File: src/rtl/mem_port_arbiter_pkg.sv
// Shared definitions for the instruction/data memory port arbiter.
//   arb_state_e  : grant FSM state encoding (idle, I granted, D granted)
//   ArbAbortData : read data returned to a requester whose access timed out
package mem_port_arbiter_pkg;

    typedef enum logic [1:0] {
        ArbIdle = 2'd0,
        ArbGntI = 2'd1,
        ArbGntD = 2'd2
    } arb_state_e;

    localparam logic [31:0] ArbAbortData = 32'hDEADBEEF;

endpackage

File: src/rtl/arb_timeout_counter.sv
// Bus watchdog for the memory port arbiter. Counts wait cycles of the current
// grant and flags the cycle in which the access must be aborted.
//   clk      : rising-edge clock
//   reset    : synchronous, active-low
//   clr_i    : restart the count (no grant, or access finishing this cycle)
//   inc_i    : a granted access is waiting on the backend this cycle
//   expire_o : this wait cycle is the last one allowed; abort now
module arb_timeout_counter #(
    parameter int unsigned TIMEOUT = 64
) (
    input  logic clk,
    input  logic reset,
    input  logic clr_i,
    input  logic inc_i,
    output logic expire_o
);

    localparam int unsigned CntW = $clog2(TIMEOUT) + 1;
    localparam logic [CntW-1:0] CntLast = CntW'(TIMEOUT - 1);

    logic [CntW-1:0] cnt_q, cnt_d;

    always_comb begin
        cnt_d = cnt_q;
        if (clr_i) begin
            cnt_d = '0;
        end else if (inc_i) begin
            cnt_d = cnt_q + 1'b1;
        end
    end

    always_ff @(posedge clk) begin
        if (!reset) begin
            cnt_q <= '0;
        end else begin
            cnt_q <= cnt_d;
        end
    end

    // Count value k means this is wait cycle k+1 of the grant.
    assign expire_o = inc_i && (cnt_q == CntLast);

endmodule

File: src/rtl/mem_port_arbiter.sv
// Arbiter sharing one single-port memory between instruction fetch (I port)
// and the MEM stage (D port). D wins when both request from idle; after a
// completion the other waiting port is granted with no bubble, so neither
// port can starve. A watchdog aborts accesses the backend never answers.
//   clk, reset                      : clock, synchronous active-low reset
//   i_req/i_addr -> i_rdata/i_ready : fetch read port
//   d_req/d_we/d_be/d_addr/d_wdata -> d_rdata/d_ready : data port
//   m_valid/m_we/m_be/m_addr/m_wdata, m_rdata/m_ready : memory backend
//   bus_except                      : sticky timeout flag, cleared by reset only
module mem_port_arbiter
    import mem_port_arbiter_pkg::*;
#(
    parameter int unsigned ADDR_W  = 32,
    parameter int unsigned DATA_W  = 32,
    parameter int unsigned TIMEOUT = 64
) (
    input  logic              clk,
    input  logic              reset,
    input  logic              i_req,
    input  logic [ADDR_W-1:0] i_addr,
    output logic [DATA_W-1:0] i_rdata,
    output logic              i_ready,
    input  logic              d_req,
    input  logic              d_we,
    input  logic [3:0]        d_be,
    input  logic [ADDR_W-1:0] d_addr,
    input  logic [DATA_W-1:0] d_wdata,
    output logic [DATA_W-1:0] d_rdata,
    output logic              d_ready,
    output logic              m_valid,
    output logic              m_we,
    output logic [3:0]        m_be,
    output logic [ADDR_W-1:0] m_addr,
    output logic [DATA_W-1:0] m_wdata,
    input  logic [DATA_W-1:0] m_rdata,
    input  logic              m_ready,
    output logic              bus_except
);

    arb_state_e state_q, state_d;
    logic       bus_except_q, bus_except_d;

    logic gnt_i, gnt_d, busy, waiting, expire, done;

    assign gnt_i   = (state_q == ArbGntI);
    assign gnt_d   = (state_q == ArbGntD);
    assign busy    = gnt_i | gnt_d;
    assign waiting = busy & ~m_ready;
    // m_ready in the last allowed cycle wins over the abort.
    assign done    = busy & (m_ready | expire);

    arb_timeout_counter #(
        .TIMEOUT (TIMEOUT)
    ) u_timeout (
        .clk      (clk),
        .reset    (reset),
        .clr_i    (~busy | done),
        .inc_i    (waiting),
        .expire_o (expire)
    );

    // State register
    always_ff @(posedge clk) begin
        if (!reset) begin
            state_q      <= ArbIdle;
            bus_except_q <= 1'b0;
        end else begin
            state_q      <= state_d;
            bus_except_q <= bus_except_d;
        end
    end

    // Next-state logic. The port just served is ignored at its completion
    // edge; its requester drops req after seeing ready.
    always_comb begin
        state_d      = state_q;
        bus_except_d = bus_except_q | expire;
        unique case (state_q)
            ArbIdle: begin
                if (d_req) begin
                    state_d = ArbGntD;
                end else if (i_req) begin
                    state_d = ArbGntI;
                end
            end
            ArbGntI: begin
                if (done) begin
                    state_d = d_req ? ArbGntD : ArbIdle;
                end
            end
            ArbGntD: begin
                if (done) begin
                    state_d = i_req ? ArbGntI : ArbIdle;
                end
            end
            default: state_d = ArbIdle;
        endcase
    end

    // Outputs: backend fields follow the granted port's live inputs.
    always_comb begin
        m_valid = busy;
        m_we    = 1'b0;
        m_be    = 4'hF;
        m_addr  = '0;
        m_wdata = '0;
        if (gnt_d) begin
            m_we    = d_we;
            m_be    = d_we ? d_be : 4'hF;
            m_addr  = d_addr;
            m_wdata = d_wdata;
        end else if (gnt_i) begin
            m_addr  = i_addr;
        end
        i_ready    = gnt_i & done;
        d_ready    = gnt_d & done;
        i_rdata    = expire ? DATA_W'(ArbAbortData) : m_rdata;
        d_rdata    = expire ? DATA_W'(ArbAbortData) : m_rdata;
        bus_except = bus_except_q;
    end

endmodule
File: config.mk
export PLATFORM = sky130hd
export DESIGN_NAME = mem_port_arbiter
export DESIGN_NICKNAME = d
export VERILOG_FILES = /design/src/rtl/mem_port_arbiter_pkg.sv /design/src/rtl/arb_timeout_counter.sv /design/src/rtl/mem_port_arbiter.sv
export SDC_FILE = /design/constraint.sdc
export NUM_CORES = 1
export LEC_CHECK = 0
export ABC_AREA = 1
export BUFFER_PORTS_ARGS = -buffer_cell sky130_fd_sc_hd__buf_2
export CAP_MARGIN = 20
export CORE_AREA = 2 2 106 108
export CTS_CLUSTER_SIZE = 25
export DETAILED_ROUTE_END_ITERATION = 16
export DIE_AREA = 0 0 108 110
export PLACE_DENSITY_LB_ADDON = 0.15
export SETUP_SLACK_MARGIN = 0.1
export SLEW_MARGIN = 10
export SYNTH_ARGS = -nofsm -noshare
export SYNTH_HDL_FRONTEND = slang
export SYNTH_SLANG_ARGS = --single-unit
File: constraint.sdc
create_clock -name clk -period 1.45 [get_ports clk]
set_input_delay 0.145 -clock clk [delete_from_list [all_inputs] [get_ports clk]]
set_output_delay 0.145 -clock clk [all_outputs]
set_load 0.05 [all_outputs]
==> run metrics, run 1 <==
status=complete, but fails checks; failing checks=negative setup slack; CTS HTree Levels=1; CTS tree=yes; pwr/cell area=1530 nW/µm²; hpwl dp=about 7400 µm; worst-margin pin slew=about 0.25 ns; width of the die=between 100 and 150 µm; WL final=9610 µm; CP top delay family=buffers and inverters; part of the power in registers=around 4%; number of core rows=38; # setup viols final=~140; DRT iter0 DRCs=79; CP bufs+invs=5; unrepaired setup endpoints after global routing=true; HP Class=input pin to flop; Crit Path Class=flop to primary output; Avg Cell Area, Syn=5.05 µm²; first-pass GRT wire length=~13,000 µm; Lkg Pwr=approximately 2.7 nW; fmax=about 550 MHz; wire length per cell=between 10 and 15 µm; CTS Buffer Depth=2; CP max-delay cell=dfxtp_2; CTS Root Cell=clkbuf_8; Clk Latency, worst-skew pair=between 0.2 and 0.25 ns; hold_buf cts=0; VDD IR max=around 1.1 mV; grt ovf=0; Final WS setup=-0.360 ns; Synth Cell Area=about 1800 µm²; Syn Nets=between 400 and 500; part of the cycle the worst path needs=125%; Net Sw Frac=around three fifths; Final Hold Viols=0; arrival time worst endpoint=around 1.7 ns; # clock sinks=10; DR vias=a little over 3,000; fin nets=767; I/O pins=around 280; pin count of the biggest net entering global routing=26; Die ar.=about 12,000 µm²; WP data required=1.31 ns; Final Max Slew Viols=0; Switch Pwr=~4.9 mW; Fin Hold WS=slightly below 0.2 ns; largest fanout on the critical path=7; internal power=between 3 and 4 mW; Worst Clk Skew=between 0.0007 and 0.0008 ns; Clk pwr share=approximately 4.2%; fin util=51.1%; CP cell instances=inv_2 -> ha_4 -> inv_4 -> nor2_4 -> nand2_4 -> buf_12 -> buf_12 -> nand2_8 -> buf_8; routability congestion estimate=between 0.7 and 0.8; remaining antenna violation count=0; setup tns final=-37.83 ns; P&R area growth vs syn=208%; vias in the first global route=approximately 3,000; all-layer global routing usage=between 10% and 20%; Core Area=10,700 µm²; port bufs=roughly 270; clock-pin slew on the worst setup and hold paths=about 0.050 ns; Yosys Warn Count=0; fin crit period=roughly 1.8 ns; max-cap viol count=0; DRC=0; Die Span Y=110 µm; CP endpoint kind=primary output; Yosys cell types=22; ant diodes=0; element type at the critical path start=flop; CTS Buf Count=3; Detailed Routing Iterations Pass 1=4; share of layout cells above drive strength 1=78.7%; Mapped Cells=between 300 and 400; CP most frequent cell=buf_12; flip-flop and latch count after synthesis=10; Seq/Total Area, Yosys=between 10% and 20%; initial antenna violation count=0; Gate power share=91.8%; Post-Place Worst Slack=-0.180 ns; Via density=3.98; Slew HR=between 80 and 90%; crit-path max cell delay=~0.33 ns; Initial Utilization=16.6%; cell area after layout=between 5000 and 6000 µm²; placed inst area=between 4000 and 5000 µm²
power by group through the flow:
stage | Clock (mW) | Combinational (mW) | Sequential, mW
floorplan | 0 | 4.88 | 0.347
global placement | 0 | 6.45 | 0.336
detailed placement | 0 | 6.48 | 0.337
CTS | 0.361 | 7.54 | 0.335
global route | 0.373 | 8.13 | 0.337
finish | 0.352 | 7.70 | 0.334
metal layers:
metal	vias up	track usage [%]	wire length (µm)
met4	0	1.10	36
met5	-	0	0
li1	1530	-	-
met3	5	2.82	861
met1	1355	13.8	3080
met2	148	30.7	5640
cells in the mapped netlist (all sizes together):
cell / instances / area, µm²
a31oi: 1 / 6.26
a21boi: 1 / 7.51
nand2: 141 / 534
nand3: 40 / 200
clkinv: 1 / 3.75
inv: 75 / 282
buf: 44 / 300
o21bai: 1 / 7.51
xor2: 3 / 26.3
ha: 5 / 62.6
o211ai: 1 / 7.51
or2: 4 / 25.0
dfxtp: 10 / 200
a21oi: 3 / 15.0
nor2: 14 / 62.6
o21ai: 1 / 5.00
xnor2: 1 / 8.76
clkbuf: 5 / 18.8
tightest hold or removal path, stage by stage:
cell	delay, ns
buf_2	0.15
nand2_1	0.07
nor2_1	0.03
placed cells by master, fill, tap and decap left out, types with 4 or more instances in the layout:
cell        netlist  final
nand2_8           0     16
inv_2             0      6
buf_8             0     38
nand2_4           0     42
or2_2             4      4
buf_4            32     50
buf_12            0     18
clkbuf_8          0      4
nand3_2           0      7
nand3_1          40     31
nand2_1         139     45
inv_1            75     32
nor2_4            1      6
nand2_2           2     38
dfxtp_2           0      4
buf_6             0     68
buf_2            12    139
dfxtp_1          10      6
nor2_1           12      8
clkinvlp_4        0     34
sequential cells by signal, summed over array words and instances, names as in the netlist:
name,cells
state_q,2
u_timeout.cnt_q,7
bus_except,1
metrics by stage:
step | instances | power [mW]
after global placement | 746 | 6.79
after CTS | 757 | 8.23
after detailed placement | 746 | 6.82
after global routing | 763 | 8.84
final | 763 | 8.39
after floorplan | 351 | 5.22
timing repair:
item | CTS | global route
cloned | 1 | 1
gates resized for setup | 269 | 68
setup endpoints to repair | 145 | 145
buffers inserted | 6 | 8
pin swaps | 2 | 8
path summary, 6_finish.rpt:
| check | from | to | slack (ns) | cells past startpoint |
|---|---|---|---|---|
| max | state_q[0] | i_rdata[23] | -0.36 | 9 |
| min | reset | state_q[0] | 0.20 | 3 |
| max reg2reg | state_q[0] | u_timeout.cnt_q[5] | -0.20 | 11 |
| min reg2reg | bus_except | bus_except | 0.45 | 2 |
cells by family (layout without fill, tap and decap cells):
kind of cell / count (synthesis) / in the layout / share of synthesized area [%]
AND/OR/NAND/NOR: 199 / 199 / 46.4
buffers and inverters: 125 / 397 / 34.1
XOR/XNOR: 4 / 4 / 1.98
AO/OA/AOI/OAI: 8 / 8 / 2.75
adder cells (fa/ha/maj): 5 / 5 / 3.53
flip-flops: 10 / 10 / 11.3
cell type report:
cell class,count,area [µm²]
fillers,996,5230
clock buffers,4,55.1
repair buffers,317,2840
well taps,140,175
inverters,76,422
flip-flops and latches,10,205
multi-input cells,216,1770
(Power assumes the default switching activity.)
==> inputs of run 2 (changes only) <==
--- a/config.mk
+++ b/config.mk
@@ -12,6 +12,7 @@
 export CTS_CLUSTER_SIZE = 25
 export DETAILED_ROUTE_END_ITERATION = 16
 export DIE_AREA = 0 0 108 110
+export GPL_TIMING_DRIVEN = 0
 export PLACE_DENSITY_LB_ADDON = 0.15
 export SETUP_SLACK_MARGIN = 0.1
 export SLEW_MARGIN = 10
==> constraint.sdc (replaced) <==
create_clock -name clk -period 1.45 [get_ports clk]
set_input_delay 0.29 -clock clk [delete_from_list [all_inputs] [get_ports clk]]
set_output_delay 0.29 -clock clk [all_outputs]
set_load 0.05 [all_outputs]
==> run metrics, run 2 (same netlist as run 1, synthesis figures left out) <==
CTS Buf Count=3 (unchanged); HP Class=input pin to flop; Final WS setup=-0.602 ns (-0.241 ns); element type at the critical path start=flop; Clk Latency, worst-skew pair=0.24 ns (about the same); fin nets=785 (+2.3%); first-pass GRT wire length=14,100 µm (+5.1%); CTS HTree Levels=1 (unchanged); Slew HR=82.5% (-0.79 points); all-layer global routing usage=14.5% (+0.49 points); pwr/cell area=1500 nW/µm² (-2.5%); fmax=487 MHz (-12%); # clock sinks=10 (unchanged); worst r2r src=state_q[0]; met2 usage=29.2% (-1.5 points); failing checks=negative setup slack; port bufs=274 (unchanged); status=complete, but fails checks; GR Layer Usage met3=4.00% (+1.2 points); Detailed Routing Iterations Pass 1=4 (unchanged); CTS tree=yes; Lkg Pwr=2.78 nW (+4.1%); unrepaired setup endpoints after global routing=true; largest fanout on the critical path=10 (+3); Fill cells=1,072 (+7.6%); VDD IR max=0.848 mV (-20%); worst-margin pin slew=0.264 ns (+0.0119 ns); met1 usage=15.2% (+1.4 points); arrival time worst endpoint=1.76 ns (+0.09 ns); max FFs per register=7 (unchanged); max-cap viol count=0 (unchanged); hold_sp=reset; share of layout cells above drive strength 1=71.3% (-7.4 points); WP data required=1.16 ns (-0.15 ns); clock-pin slew on the worst setup and hold paths=0.05 ns (about the same); WL final=9750 µm (+1.4%); ant diodes=0 (unchanged); initial antenna violation count=0 (unchanged); Via density=3.92 (-1.5%); Initial Utilization=16.6% (unchanged); Crit Path Class=flop to primary output; hpwl dp=7780 µm (+5.5%); P&R area growth vs syn=183%; DRC=0 (unchanged); I/O pins=275 (unchanged); routability congestion estimate=0.749 (-1.9%); vias in the first global route=3,026 (+1.8%); busiest grt layer=met2; part of the cycle the worst path needs=141% (+17 points); width of the die=108 µm (unchanged); Core Area=10,700 µm² (unchanged); Fin Hold WS=0.347 ns (+0.152 ns); DR vias=3,063 (+0.82%); remaining antenna violation count=0 (unchanged); wire length per cell=12.5 µm (-0.89%); CP endpoint kind=primary output; highest-count cells in the layout ignoring fill and taps=144 x buf_2, 113 x buf_4, 67 x nand2_1, 55 x buf_6, 53 x inv_1; non-filler instance count after layout=781 (+2.4%); CTS Buffer Depth=2 (unchanged); grt ovf=0 (unchanged); DRT iter0 DRCs=145 (+84%); CTS Root Cell=clkbuf_8; number of core rows=38 (unchanged); Die Span Y=110 µm (unchanged); Worst Clk Skew=0.00210 ns (+0.00130 ns); setup tns final=-64.17 ns (-26.34 ns); placed insts=765 (+2.5%); crit path from=state_q[0]; fin crit period=2.05 ns (+0.241 ns); Pwr Total=7.52 mW (-10%); Final Max Slew Viols=0 (unchanged); Die ar.=11,900 µm² (unchanged); hold_buf cts=0 (unchanged); # setup viols final=141 (-1.4%); commonest non-fill, non-tap cell in the layout=buf_2; Final Hold Viols=0 (unchanged); pin count of the biggest net entering global routing=11 (-58%); Top reg by flops=u_timeout.cnt_q
## run 2: path summary, 6_finish.rpt
| check | end | slack, ns | cells after the start |
|---|---|---|---|
| worst min register to register | u_timeout.cnt_q[0] | 0.45 | 1 |
| worst min-delay path | state_q[1] | 0.35 | 3 |
| worst max register to register | u_timeout.cnt_q[5] | -0.15 | 10 |
| worst max-delay path | i_rdata[21] | -0.60 | 9 |
## run 2: worst max-delay path, cell delays in order, from the launching register on
cell and delay, ns:
dfxtp_2 0.33, inv_2 0.05, ha_4 0.27, inv_4 0.04, nor2_4 0.15, nand2_8 0.12, buf_12 0.20, nand2_8 0.07
buf_4 0.10, buf_4 0.18
## run 2: cell type report
type,count,area (µm²),share of cell area [%]
Timing Repair Buffer,286,2070,41.2
Multi-Input combinational cell,216,1690,33.6
Buffer,49,487,9.69
Inverter,76,344,6.85
Sequential cell,10,205,4.08
Tap cell,140,175,3.49
Clock buffer,4,55.1,1.10
## run 2: through the flow
step	utilization [%]	worst slack, ns	area [µm²]
2_1_floorplan	-	-0.608	2520
3_3_place_gp	38.0	-0.712	4070
3_5_place_dp	38.0	-0.748	4070
4_1_cts	46.2	-0.620	4950
5_1_grt	47.0	-0.687	5020
6_report	47.0	-0.602	5020
## run 2: power breakdown
| part | switching (mW) | internal [mW] |
|---|---|---|
| clock | 0.111 | 0.239 |
| sequential | 0.0253 | 0.314 |
| combinational | 4.53 | 2.30 |
| total | 4.67 | 2.85 |
## run 2: timing repair
item | in CTS | in global routing
buffers inserted | 11 | 0
setup endpoints to repair | 146 | 146
gates resized for setup | 234 | 15
pin swaps | 3 | 0
gates cloned | 1 | 0
## run 2: per-layer routing
layer | wire length [µm] | vias to the layer above
met5 | 0 | -
met4 | 110 | 0
met3 | 1070 | 11
met2 | 5210 | 156
met1 | 3360 | 1331
li1 | - | 1565
